`src/rtl/exe_stage.sv`:
```
// Execute stage: ALU, jump resolution against a registered zero flag, and the EXE/MEM register.
// A squash counter turns younger wrong-path instructions into bubbles after a taken jump.
module exe_stage #(
  parameter int unsigned ARQ          = 16,
  parameter int unsigned ADDR_W       = 13,
  parameter int unsigned SQUASH_DEPTH = 2
) (
  input  logic              clk,
  input  logic              rst,
  input  logic              stall,
  input  logic              wb_en_in,
  input  logic              rd_mem_en_in,
  input  logic              wr_mem_en_in,
  input  logic              mux_exe_in,
  input  logic              mux_mem_in,
  input  logic              jop_lsb_in,
  input  logic              jenable_in,
  input  logic              pc_en_in,
  input  logic [ARQ-1:0]    src1_in,
  input  logic [ARQ-1:0]    src2_in,
  input  logic [ARQ-1:0]    src3_in,
  input  logic [ARQ-1:0]    imm_in,
  input  logic [1:0]        alu_op_in,
  input  logic [ADDR_W-1:0] jaddr_in,
  output logic              wb_en_mem,
  output logic              rd_mem_en_mem,
  output logic              wr_mem_en_mem,
  output logic              mux_mem_mem,
  output logic              pc_en_mem,
  output logic [ARQ-1:0]    alu_result_mem,
  output logic [ARQ-1:0]    src1_mem,
  output logic [ARQ-1:0]    src3_mem,
  output logic              branch_taken,
  output logic [ADDR_W-1:0] jaddr_out,
  output logic              zero_flag
);

  logic [1:0]     squash_cnt, squash_cnt_d;
  logic           live, jump_take, flag_upd;
  logic [ARQ-1:0] alu_b, alu_result;

  always_comb begin
    live      = (squash_cnt == 2'd0);
    alu_b     = mux_exe_in ? imm_in : src2_in;
    alu_result = '0;
    unique case (alu_op_in)
      2'b00:   alu_result = src1_in + alu_b;
      2'b01:   alu_result = src1_in - alu_b;
      2'b10:   alu_result = ARQ'(src1_in * alu_b);
      default: alu_result = alu_b;
    endcase
    // Uses the flag as registered before this instruction's own update.
    jump_take = live & jenable_in & (~jop_lsb_in | zero_flag);
    flag_upd  = live & wb_en_in & ~jenable_in;
    squash_cnt_d = squash_cnt;
    if (jump_take) begin
      squash_cnt_d = 2'(SQUASH_DEPTH);
    end else if (!live) begin
      squash_cnt_d = squash_cnt - 2'd1;
    end
  end

  always_ff @(posedge clk or posedge rst) begin
    if (rst) begin
      wb_en_mem      <= 1'b0;
      rd_mem_en_mem  <= 1'b0;
      wr_mem_en_mem  <= 1'b0;
      mux_mem_mem    <= 1'b0;
      pc_en_mem      <= 1'b0;
      alu_result_mem <= '0;
      src1_mem       <= '0;
      src3_mem       <= '0;
      branch_taken   <= 1'b0;
      jaddr_out      <= '0;
      zero_flag      <= 1'b0;
      squash_cnt     <= 2'd0;
    end else if (!stall) begin
      wb_en_mem      <= live & wb_en_in & ~jenable_in;
      rd_mem_en_mem  <= live & rd_mem_en_in;
      wr_mem_en_mem  <= live & wr_mem_en_in & ~jenable_in;
      mux_mem_mem    <= mux_mem_in;
      pc_en_mem      <= pc_en_in;
      alu_result_mem <= alu_result;
      src1_mem       <= src1_in;
      src3_mem       <= src3_in;
      branch_taken   <= jump_take;
      if (jump_take) begin
        jaddr_out <= jaddr_in;
      end
      if (flag_upd) begin
        zero_flag <= (alu_result == '0);
      end
      squash_cnt     <= squash_cnt_d;
    end
  end

endmodule
```
`config.mk`:
```
export PLATFORM = sky130hd
export DESIGN_NAME = exe_stage
export DESIGN_NICKNAME = d
export VERILOG_FILES = /design/src/rtl/exe_stage.sv
export SDC_FILE = /design/constraint.sdc
export NUM_CORES = 1
export LEC_CHECK = 0
export CORE_AREA = 5 5 139 141
export DETAILED_ROUTE_END_ITERATION = 10
export DIE_AREA = 0 0 144 146
export PLACE_DENSITY = 0.72
export SLEW_MARGIN = 0
export SYNTH_ARGS = -nofsm -noshare
export SYNTH_HDL_FRONTEND = slang
export SYNTH_SLANG_ARGS = --single-unit
```
`constraint.sdc`:
```
create_clock -name clk -period 4.56 [get_ports clk]
set_input_delay 0.684 -clock clk [delete_from_list [all_inputs] [get_ports clk]]
set_output_delay 0.684 -clock clk [all_outputs]
set_load 0.01 [all_outputs]
```
-- After elaboration in Yosys (flattened, before gate mapping)
Index checks and enable logic that the tools add are counted.
- bits in registers: 70
- latch bits: 0
- bits in writable memories: 0
- memory bits (read-only): 0
- output and inout bits: 68
- word-level logic and storage cells: 40
- memories kept: 0
- $add $sub $neg: 3
- multiply operators: 1
- divide/modulo/power cells: 0
- order comparisons: 0
- eq/ne operators: 3
- shift-type cells: 0
- multiplexer cells: 4
- bitwise gates (word level): 11
- reductions and logical operators: 6
- operators by type and width (operator ; count):
    $pmux 16 s3 ; 1
    $add 16x16->16 ; 1
    $logic_not 16->1 ; 1
    $mul 16x16->16 ; 1
    $mux 16 ; 1
    $sub 16x16->16 ; 1
    $and 1x1->1 ; 7
    $reduce_and 2->1 ; 3
    $logic_not 2->1 ; 2
    $mux 2 ; 2
    $not 1->1 ; 3
    $eq 2x1->1 const B ; 1
    $eq 2x2->1 const B ; 1
    $ne 2x1->1 const B ; 1
    $sub 2x1->2 const B ; 1
    $or 1x1->1 ; 1

-- Depth between registers and ports, before layout
Gate-level depths: netlist of the first run.
- word-level depth: 5
- depth in mapped cells: 26

-- Least setup slack after synthesis of the first run
Ideal clock, no wire load.
- path type: input to register
- from: in mux_exe_in
- to: reg alu_result_mem[15]
- library setup time: 125 ps
- arrival time: 6416 ps
- path slack: -1981 ps
- cell stages on the path: 24
- buffers on the path: 3
- path through: buf_6 > buf_6 > mux2_2 > clkbuf_1 > and2_1 > fa_1 > inv_1 > fa_1 > inv_1 > fa_1 > fa_1 > inv_1 > fa_1 > fa_1 > xor2_1 > xnor2_1 > xnor2_1 > xnor2_1 > xnor3_1 > xnor2_1 > xnor2_1 > o211ai_1 > o21a_1 > mux2_2
- word-level cells in the longest chain between the ends: 3
- elaborated cells on any way between the ends: 5
- ends and longest elaborated chain (element ; RTL line ; text):
    start, declared ; 14 ; input logic mux_exe_in,
    $mux 16 * ; 44 ; alu_b = mux_exe_in ? imm_in : src2_in;
    $mul 16x16->16, or another cell as far along ; 49 ; 2'b10: alu_result = ARQ'(src1_in * alu_b);
    $pmux 16 s3 * ; 46 ; unique case (alu_op_in)
    end signal, assigned ; 83 ; alu_result_mem <= alu_result;
    end, declared ; 30 ; output logic [ARQ-1:0] alu_result_mem,
Mark *: on every way between the ends. The rest lies on a longest branch, timed or not.
A chain may end at the register's enable or synchronous reset.

-- Final worst setup path of the first run
Same ends and word-level chain as after synthesis.

==> impl_metrics.py, run 1 <==
metrics = {
    "clock_network": {
        "numCtsBuffers": 9,
        "insertion_delay_ns": 0.33,
        "clockBufferDepth": 2,
        "root_buffer": "clkbuf_16",
        "cts_tree": "built",
        "clock-sinks": 70,
        "htreeDepth": 3,
        "path_clk_slew_ns": 0.06,
        "holdBufCountCts": 0,
    },
    "critical_path": {
        "arrival_ns": 6.25,
        "critPathMaxFanout": 8,
        "crit_type": "primary input to flip-flop",
        "startpoint_type": "primary input",
        "crit_path_end_kind": "flip-flop",
        "worstPathRequired_ns": 4.77,
        "ff2ff_setup_slack_ns": 1.73,
    },
    "synthesis": {
        "yosysUniqueCellTypes": 54,
        "syn-cell-area_um2": 8129,
        "yosysWarnings": 0,
        "ys_seq_elements": 70,
        "ys_seq_area_share_pct": 21.55,
        "synth_fp_nets": 1094,
        "async_reset_ff_share_pct": 100.0,
        "synth_cells": 856,
        "synth_edf_count": 0,
        "syn_area_per_cell_um2": 9.497,
        "synthFlopType": "dfrtp_1",
    },
    "detailed_routing": {
        "drtIter0Drc": 390,
        "dr.pass1.iters": 5,
        "vias": 7157,
        "drtAntennaViolNets": 0,
        "viasPerCell": 5.119,
        "wl_per_cell_um": 17.81,
        "drc_errors": 0,
        "routed_wl_um": 24900,
    },
    "timing": {
        "fmax_mhz": 165.7,
        "finalHoldViolCount": 0,
        "hold-worst-slack_ns": 0.4828,
        "rsz0062_at_grt": "yes",
        "slew_viol_final": 0,
        "fin_crit_ns": 6.036,
        "period_share_pct": 132.4,
        "setup_viol": 12,
        "worstMarginPinSlew_ns": 0.8855,
        "clock_skew_ns": 0.004201,
        "slew_headroom_pct": 40.88,
        "fin_ws_ns": -1.476,
    },
    "final_layout": {
        "drive_gt1_share_pct": 32.25,
        "n_antenna_cell": 0,
        "area_growth_syn_to_layout_pct": 47.67,
        "multi_input_area_um2": 6186,
        "seqCellArea_um2": 1752,
        "fin_util_pct": 67.28,
        "stdcell_area_um2": 12000,
        "fill_cells": 1345,
        "nets": 1402,
    },
    "power_and_ir_drop": {
        "intPower_uw": 4182,
        "p_leak_uw": 0.005690,
        "vdd.ir_drop.worst_v": 0.0005058,
        "power.switching_uw": 3053,
        "pwr-share-clk_pct": 10.6,
        "seq_power_share_pct": 12.0,
        "swShare_pct": 42.20,
        "powerDensity_nw_per_um2": 602.7,
        "p_comb_share_pct": 77.5,
    },
    "grt": {
        "grt_max_degree": 62,
        "grt_pass1_wl_um": 39720,
        "grt_pass1_vias": 7601,
        "overflow": 0,
        "track_usage_pct": 23.96,
        "antenna_found_initial": 0,
    },
    "floorplan": {
        "die_y_um": 146,
        "row_count": 49,
        "initial_core_util_pct": 45.56,
        "fp.dieArea_um2": 21020,
        "coreArea_um2": 17840,
        "io_pins": 158,
        "die_w_um": 144,
    },
    "place": {
        "routabilityCongestion": 0.9077,
        "port_buffers": 157,
        "dpl.hpwl_um": 19910,
        "placed_cell_area_um2": 11120,
    },
    "run_status": {
        "violations": "negative setup slack",
        "run_status": "finished with violations",
    },
    "worst_hold_path": {
        "hp-class": "flip-flop to flip-flop",
    },
    "flow_run": {
        "max_cap_violations": 0,
    },
}
==> layout make-up <==
cell class / instances / share of cell area, %
multi-input cells: 622 / 51.53
flip-flops and latches: 70 / 14.59
clock buffers: 10 / 1.991
repair buffers: 332 / 24.67
clock inverters: 6 / 0.7817
inverters: 129 / 4.044
well taps: 229 / 2.387
==> metrics by stage <==
step / setup slack (ns) / power, µW / TNS, ns / std cells
final: -1.476 / 7235 / -11.72 / 1398
after global routing: -1.649 / 7851 / -13.66 / 1398
after CTS: -1.515 / 6803 / -12.21 / 1389
after detailed placement: -2.292 / 5629 / -21.81 / 1357
after global placement: -2.251 / 5560 / -21.58 / 1357
after floorplan: -1.621 / 4048 / -11.33 / 856
==> cells in the final DEF (no fill, tap or decap), types with 18 or more instances in the layout <==
master	count
mux2_2	57
ha_1	54
and2_1	38
o21ai_0	18
dfrtp_1	70
nand2_1	84
inv_1	107
buf_6	24
nor2_1	26
xnor2_1	44
a21oi_1	18
fa_1	71
clkdlybuf4s50_1	131
buf_4	150
inv_2	20
==> flip-flops by register name (all words and copies together) (netlist names) <==
signal,count
alu_result_mem,16
src1_mem,16
src3_mem,16
jaddr_out,13
squash_cnt,2
branch_taken,1
mux_mem_mem,1
pc_en_mem,1
rd_mem_en_mem,1
wb_en_mem,1
wr_mem_en_mem,1
zero_flag,1
==> power by group through the flow <==
stage                     logic (µW)  registers [µW]  clock network, µW
after global placement          4700             865                  0
after floorplan                 3110             940                  0
after global routing            6160             887                804
after detailed placement        4760             872                  0
final                           5600             866                766
after CTS                       5160             867                778
==> per-layer routing <==
metal	global-route usage [%]	routed length (µm)	up-vias
met4	5.367	388	0
met1	32.21	10530	3488
li1	-	-	3388
met3	5.718	2099	27
met5	0	0	-
met2	39.27	11880	254
==> cell usage after synthesis, drive strengths merged, types with 2 or more instances <==
cell	n	share of area [%]
ha	67	10
or4	2	0.18
a211oi	2	0.18
nor4	5	0.54
or3	7	0.54
o211ai	10	0.92
nor2	26	1.2
nand3	7	0.43
o21ai	31	1.9
nand2b	9	0.69
nand4	2	0.15
mux2i	12	1.6
clkbuf	29	1.3
o31a	2	0.22
a21oi	23	1.5
nand2	92	4.2
clkinv	3	0.15
a31oi	4	0.31
buf	6	0.49
a41oi	2	0.22
nor2b	15	1.2
fa	81	20
mux2	72	10
o31ai	4	0.37
o22ai	2	0.15
xor2	15	1.6
and2	52	4.0
o41ai	2	0.31
dfrtp	70	22
o21a	5	0.46
xnor2	44	4.7
a21o	6	0.55
inv	126	5.8
o2111ai	2	0.22
a22o	2	0.22
nor3	7	0.43
==> final timing paths <==
kind                       cells past startpoint     startpoint                 end
min reg2reg                                    1      wb_en_mem           wb_en_mem
max                                           23     mux_exe_in  alu_result_mem[15]
min in group asynchronous                      2            rst        src3_mem[13]
max in group asynchronous                      3            rst         src3_mem[4]
min                                            1      wb_en_mem           wb_en_mem
max reg2reg                                    9  squash_cnt[0]           zero_flag
==> critical path, stage by stage <==
cell	delay, ns
buf_12	0.13
mux2_4	0.33
buf_6	0.13
buf_6	0.11
nand2_2	0.06
fa_1	0.46
fa_1	0.54
inv_2	0.04
fa_1	0.48
fa_1	0.56
inv_2	0.04
fa_1	0.47
fa_2	0.35
xor2_1	0.16
xnor2_1	0.19
xnor2_1	0.11
xnor2_1	0.25
xnor3_1	0.27
xnor2_1	0.21
xnor2_1	0.14
o211ai_1	0.13
o21a_1	0.16
mux2_2	0.25
==> cell families after synthesis <==
group                      after synthesis  synth area share (%)
AOI/OAI and AO/OA                      102                 8.035
xor gates and xnor gates                60                 6.634
adders and majority gates              148                 30.26
buffers and inverters                  164                 7.803
DFF                                     70                 21.55
muxes                                   84                 11.70
and+or+nand+nor                        228                 14.02
==> timing repair <==
item | 4_1_cts | 5_1_grt
setup buffers | 22 | 10
hold endpoints to repair | 0 | 0
setup endpoints to repair | 13 | 12
cloned | 0 | 0
resized for setup | 89 | 82
pin swaps | 45 | 73
Power figures use the tool's default switching activity.
==> run 2: changes to the inputs <==
- SETUP_SLACK_MARGIN: not set -> 0.15
==> impl_metrics.py, run 2 (synthesis gave the netlist of run 1 again) <==
metrics = {
    "run_status": {
        "run_status": "finished with violations",
        "violations": "negative setup slack",
    },
    "final_layout": {
        "nets": 1390,
        "fin_util_pct": 65.78,
        "fill_cells": 1380,
        "area_growth_syn_to_layout_pct": 44.36,
        "stdcell_area_um2": 11740,
        "n_antenna_cell": 0,
        "reg_top3": "alu_result_mem: 16 flops, src1_mem: 16 flops, src3_mem: 16 flops",
        "final_common_cell": "buf_4",
        "drive_gt1_share_pct": 26.56,
        "fin_cells": 1385,
        "final_cell_mix": "buf_4 (147), clkdlybuf4s50_1 (127), inv_1 (119)",
    },
    "timing": {
        "hold-worst-slack_ns": 0.4824,
        "fmax_mhz": 163.0,
        "rsz0062_at_grt": "yes",
        "slew_headroom_pct": 33.43,
        "setup_viol": 11,
        "fin_ws_ns": -1.574,
        "slew_viol_final": 0,
        "worstMarginPinSlew_ns": 0.9970,
        "finalSetupTns_ns": -12.18,
        "fin_crit_ns": 6.134,
        "period_share_pct": 134.5,
        "clock_skew_ns": 0.004325,
        "finalHoldViolCount": 0,
    },
    "floorplan": {
        "fp.dieArea_um2": 21020,
        "initial_core_util_pct": 45.56,
        "die_w_um": 144,
        "die_y_um": 146,
        "row_count": 49,
        "coreArea_um2": 17840,
        "io_pins": 158,
    },
    "detailed_routing": {
        "wl_met2_um": 12250,
        "drtIter0Drc": 342,
        "wl_per_cell_um": 18.42,
        "met1_length_um": 10150,
        "top_layer": "met4",
        "dr_wl_met3_um": 2207,
        "dr.pass1.iters": 5,
        "viasPerCell": 5.188,
        "routed_wl_um": 25510,
        "vias": 7186,
        "drc_errors": 0,
        "drtAntennaViolNets": 0,
    },
    "worst_hold_path": {
        "hold-path-cell-count": 1,
        "hp-class": "flip-flop to flip-flop",
    },
    "power_and_ir_drop": {
        "seq_power_share_pct": 12.9,
        "p_leak_uw": 0.005571,
        "powerDensity_nw_per_um2": 576.6,
        "pwr-share-clk_pct": 10.8,
        "power.switching_uw": 2845,
        "intPower_uw": 3922,
        "p_comb_share_pct": 76.3,
        "vdd.ir_drop.worst_v": 0.0004559,
        "swShare_pct": 42.05,
    },
    "critical_path": {
        "worstPathRequired_ns": 4.77,
        "crit_type": "primary input to flip-flop",
        "arrival_ns": 6.35,
        "critPathMaxFanout": 7,
        "ff2ff_path_depth": 9,
        "crit_path_end_kind": "flip-flop",
        "startpoint_type": "primary input",
    },
    "place": {
        "dpl.hpwl_um": 21080,
        "placed_cell_area_um2": 11120,
        "routabilityCongestion": 0.9308,
        "port_buffers": 157,
        "place_inst": 1355,
    },
    "grt": {
        "antenna_found_initial": 0,
        "track_usage_pct": 24.88,
        "overflow": 0,
        "grt_pass1_vias": 7895,
        "grt_max_degree": 62,
        "grt_pass1_wl_um": 40970,
    },
    "clock_network": {
        "htreeDepth": 3,
        "cts_tree": "built",
        "numCtsBuffers": 9,
        "insertion_delay_ns": 0.32,
        "root_buffer": "clkbuf_16",
        "clockBufferDepth": 2,
        "path_clk_slew_ns": 0.06,
        "clock-sinks": 70,
    },
    "flow_run": {
        "max_cap_violations": 0,
    },
}
## run 2: cell count changes in the layout (fill, tap and decap cells not counted), moves of 6 or more
cell | previous run | this run
dlygate4sd2_1 | 7 | 18
clkbuf_2 | 6 | 0
o21ai_2 | 10 | 2
and2_4 | 14 | 5
buf_6 | 24 | 13
o21ai_1 | 3 | 9
inv_2 | 20 | 8
inv_1 | 107 | 119
nand2_1 | 84 | 91
and2_1 | 38 | 47
nand2_2 | 7 | 1
## run 2: routing by layer
| layer | track usage [%] | vias up |
|---|---|---|
| met1 | 31.61 | 3500 |
| met3 | 6.080 | 54 |
| met4 | 8.945 | 0 |
| li1 | - | 3364 |
| met5 | 0 | - |
| met2 | 41.04 | 268 |
## run 2: cell type report
cell class	instances	area, µm²	share of cell area [%]
clock buffer	9	225.2	1.919
clock inverter	6	86.33	0.7357
inverter	129	485.5	4.137
multi-input combinational	622	6016	51.26
sequential	70	1752	14.93
tap	229	286.5	2.442
timing repair buffer	320	2884	24.58
## run 2: worst max-delay path, cell delays in order
cell and delay, ns:
buf_8 0.10, buf_12 0.13, buf_4 0.14, mux2_4 0.32, buf_4 0.14, buf_4 0.14, and2_1 0.17, fa_1 0.55
ha_1 0.14, inv_1 0.05, fa_1 0.49, fa_1 0.52, inv_2 0.04, fa_1 0.52, inv_2 0.04, fa_1 0.51
inv_2 0.05, ha_4 0.26, a21oi_4 0.16, o21ai_1 0.09, a21o_1 0.19, a31oi_1 0.21, xnor2_1 0.15, o211ai_1 0.10
o21a_1 0.17, mux2_4 0.28
## run 2: path summary, 6_finish.rpt
check / slack [ns] / endpoint / from
max: -1.57 / alu_result_mem[15] / mux_exe_in
min: 0.48 / wb_en_mem / wb_en_mem
max reg2reg: 1.65 / zero_flag / squash_cnt[1]
min reg2reg: 0.48 / wb_en_mem / wb_en_mem
max in group asynchronous: 2.77 / alu_result_mem[4] / rst
min in group asynchronous: 0.91 / src3_mem[11] / rst
## run 2: power groups by stage
stage / Combinational (µW) / Sequential [µW] / Clock (µW)
after global placement: 4680 / 872 / 0
after detailed placement: 4750 / 879 / 0
after floorplan: 3120 / 940 / 0
after global routing: 5720 / 892 / 773
final: 5160 / 871 / 733
after CTS: 5090 / 872 / 747
## run 2: per-stage QoR
stage,power [µW],setup WS [ns]
floorplan,4059,-1.621
global placement,5554,-2.231
detailed placement,5633,-2.310
CTS,6710,-1.497
global route,7381,-1.721
finish,6767,-1.574
## run 2: repair_timing
| action | CTS | global route |
|---|---|---|
| pin swaps | 39 | 12 |
| setup endpoints to repair | 13 | 13 |
| resized for setup | 75 | 14 |
| hold buffers | 0 | 0 |
| buffers inserted | 12 | 2 |
| cloned | 1 | 0 |
==> run 3: changes to the inputs <==
- SKIP_CTS_REPAIR_TIMING: not set -> 1
==> impl_metrics.py, run 3 (synthesis gave the netlist of run 1 again) <==
metrics = {
    "final_layout": {
        "final_cell_mix": "buf_4 (148), clkdlybuf4s50_1 (135), inv_1 (116)",
        "reg_top3": "alu_result_mem: 16 flops, src1_mem: 16 flops, src3_mem: 16 flops",
        "fin_cells": 1385,
        "area_growth_syn_to_layout_pct": 45.25,
        "n_antenna_cell": 0,
        "final_common_cell": "buf_4",
        "drive_gt1_share_pct": 28.46,
        "nets": 1390,
    },
    "floorplan": {
        "initial_core_util_pct": 45.56,
        "die_y_um": 146,
        "io_pins": 158,
        "row_count": 49,
        "coreArea_um2": 17840,
        "die_w_um": 144,
        "fp.dieArea_um2": 21020,
    },
    "critical_path": {
        "startpoint_type": "primary input",
        "path_buf_inv": 7,
        "crit_path_end_kind": "flip-flop",
        "max_stage_delay_ns": 0.57,
        "crit_top_cell": "fa_1",
        "worstPathRequired_ns": 4.79,
        "critPathMaxFanout": 6,
        "cp_top_family": "adder cells",
        "crit_type": "primary input to flip-flop",
        "crit_chain": "buf_6 > buf_12 > buf_8 > mux2_4 > buf_6 > nand2_2 > fa_1 > fa_1 > fa_2 > fa_1 > inv_2 > fa_1 > inv_2 > fa_1 > inv_2 > ha_4 > a21oi_4 > o21ai_2 > a21o_1 > a21oi_2 > xor2_1 > o211ai_1 > o31a_1 > o41ai_2",
        "critPathSlowestCell": "fa_1",
        "arrival_ns": 6.40,
    },
    "clock_network": {
        "numCtsBuffers": 9,
        "htreeDepth": 3,
        "clock-sinks": 70,
        "cts_tree": "built",
        "insertion_delay_ns": 0.33,
        "root_buffer": "clkbuf_16",
        "clockBufferDepth": 2,
        "path_clk_slew_ns": 0.06,
    },
    "run_status": {
        "run_status": "finished with violations",
        "violations": "negative setup slack",
    },
    "power_and_ir_drop": {
        "vdd.ir_drop.worst_v": 0.0004552,
        "powerDensity_nw_per_um2": 568.7,
        "p_leak_uw": 0.005673,
    },
    "timing": {
        "fmax_mhz": 162.1,
        "clock_skew_ns": 0.004271,
        "slew_headroom_pct": 33.43,
        "fin_crit_ns": 6.168,
        "finalHoldViolCount": 0,
        "fin_ws_ns": -1.608,
        "period_share_pct": 135.3,
        "rsz0062_at_grt": "yes",
        "worstMarginPinSlew_ns": 0.9971,
        "setup_viol": 11,
        "slew_viol_final": 0,
    },
    "detailed_routing": {
        "drtIter0Drc": 357,
        "dr.pass1.iters": 5,
        "routed_wl_um": 25550,
        "wl_per_cell_um": 18.45,
        "vias": 7220,
        "viasPerCell": 5.213,
        "drc_errors": 0,
        "drtAntennaViolNets": 0,
    },
    "place": {
        "port_buffers": 157,
        "dpl.hpwl_um": 21080,
        "routabilityCongestion": 0.9308,
        "place_ws_ns": -2.310,
        "place_inst": 1355,
    },
    "grt": {
        "track_usage_pct": 24.39,
        "grt_max_degree": 62,
        "antenna_found_initial": 0,
        "grt_pass1_vias": 7724,
        "grt_pass1_wl_um": 40200,
        "overflow": 0,
    },
    "flow_run": {
        "max_cap_violations": 0,
    },
    "worst_hold_path": {
        "hp-class": "flip-flop to flip-flop",
    },
}
## run 3: cell types whose count changed in the layout (fill, tap and decap cells not counted), moves of 5 or more
cell / change
dlymetal6s2s_1: +16
and2_1: -8
mux2_4: -5
mux2_2: +5
and2_4: +8
dlygate4sd2_1: -18
clkdlybuf4s50_1: +8
## run 3: power by group
group	switching (µW)	total, µW	internal [µW]	leakage, µW
combinational	2470	5110	2640	0.00468
clock	259	734	475	0.000152
sequential	85.6	870	784	0.000838
total	2810	6720	3900	0.00567
## run 3: metrics by stage
step / utilization, % / setup TNS (ns) / total power, µW / cell area [µm²] / hold slack [ns]
after floorplan: - / -11.33 / 4059 / 8325 / 0.4894
final: 66.18 / -12.56 / 6715 / 11810 / 0.4824
after global routing: 66.18 / -14.54 / 7312 / 11810 / 0.5006
after global placement: 62.31 / -21.26 / 5554 / 11120 / 0.4649
after detailed placement: 62.31 / -21.86 / 5633 / 11120 / 0.4716
after CTS: 64.06 / -17.91 / 6452 / 11430 / 0.4883
## run 3: final cells by class
cell class / count / area (µm²)
Multi-Input combinational cell: 622 / 6046
Clock inverter: 6 / 86.33
Timing Repair Buffer: 320 / 2927
Clock buffer: 9 / 225.2
Tap cell: 229 / 286.5
Sequential cell: 70 / 1752
Fill cell: 1377 / 6033
Inverter: 129 / 485.5
## run 3: worst paths after layout
kind | cells after the start | to | slack, ns | startpoint
max in group asynchronous | 3 | alu_result_mem[4] | 2.77 | rst
min | 1 | wb_en_mem | 0.48 | wb_en_mem
min in group asynchronous | 2 | src3_mem[11] | 0.91 | rst
max | 24 | zero_flag | -1.61 | mux_exe_in
max reg2reg | 9 | zero_flag | 1.72 | squash_cnt[1]
min reg2reg | 1 | wb_en_mem | 0.48 | wb_en_mem
## run 3: per-layer routing
layer	up-vias	global-route usage, %	share of wire (%)
met3	66	5.554	8.7
met4	0	8.286	3.5
met1	3502	31.43	40
met2	291	40.25	48
li1	3361	-	-
met5	-	0	0
## run 3: worst register-to-register path, cell delays in order, from the launching register on
cell	delay, ns
dfrtp_1	0.36
inv_1	0.08
ha_1	0.21
nor2b_1	0.23
and3b_1	0.34
or4b_4	0.50
nor4_2	0.17
nand4_1	0.16
or4_4	0.51
o41ai_2	0.19
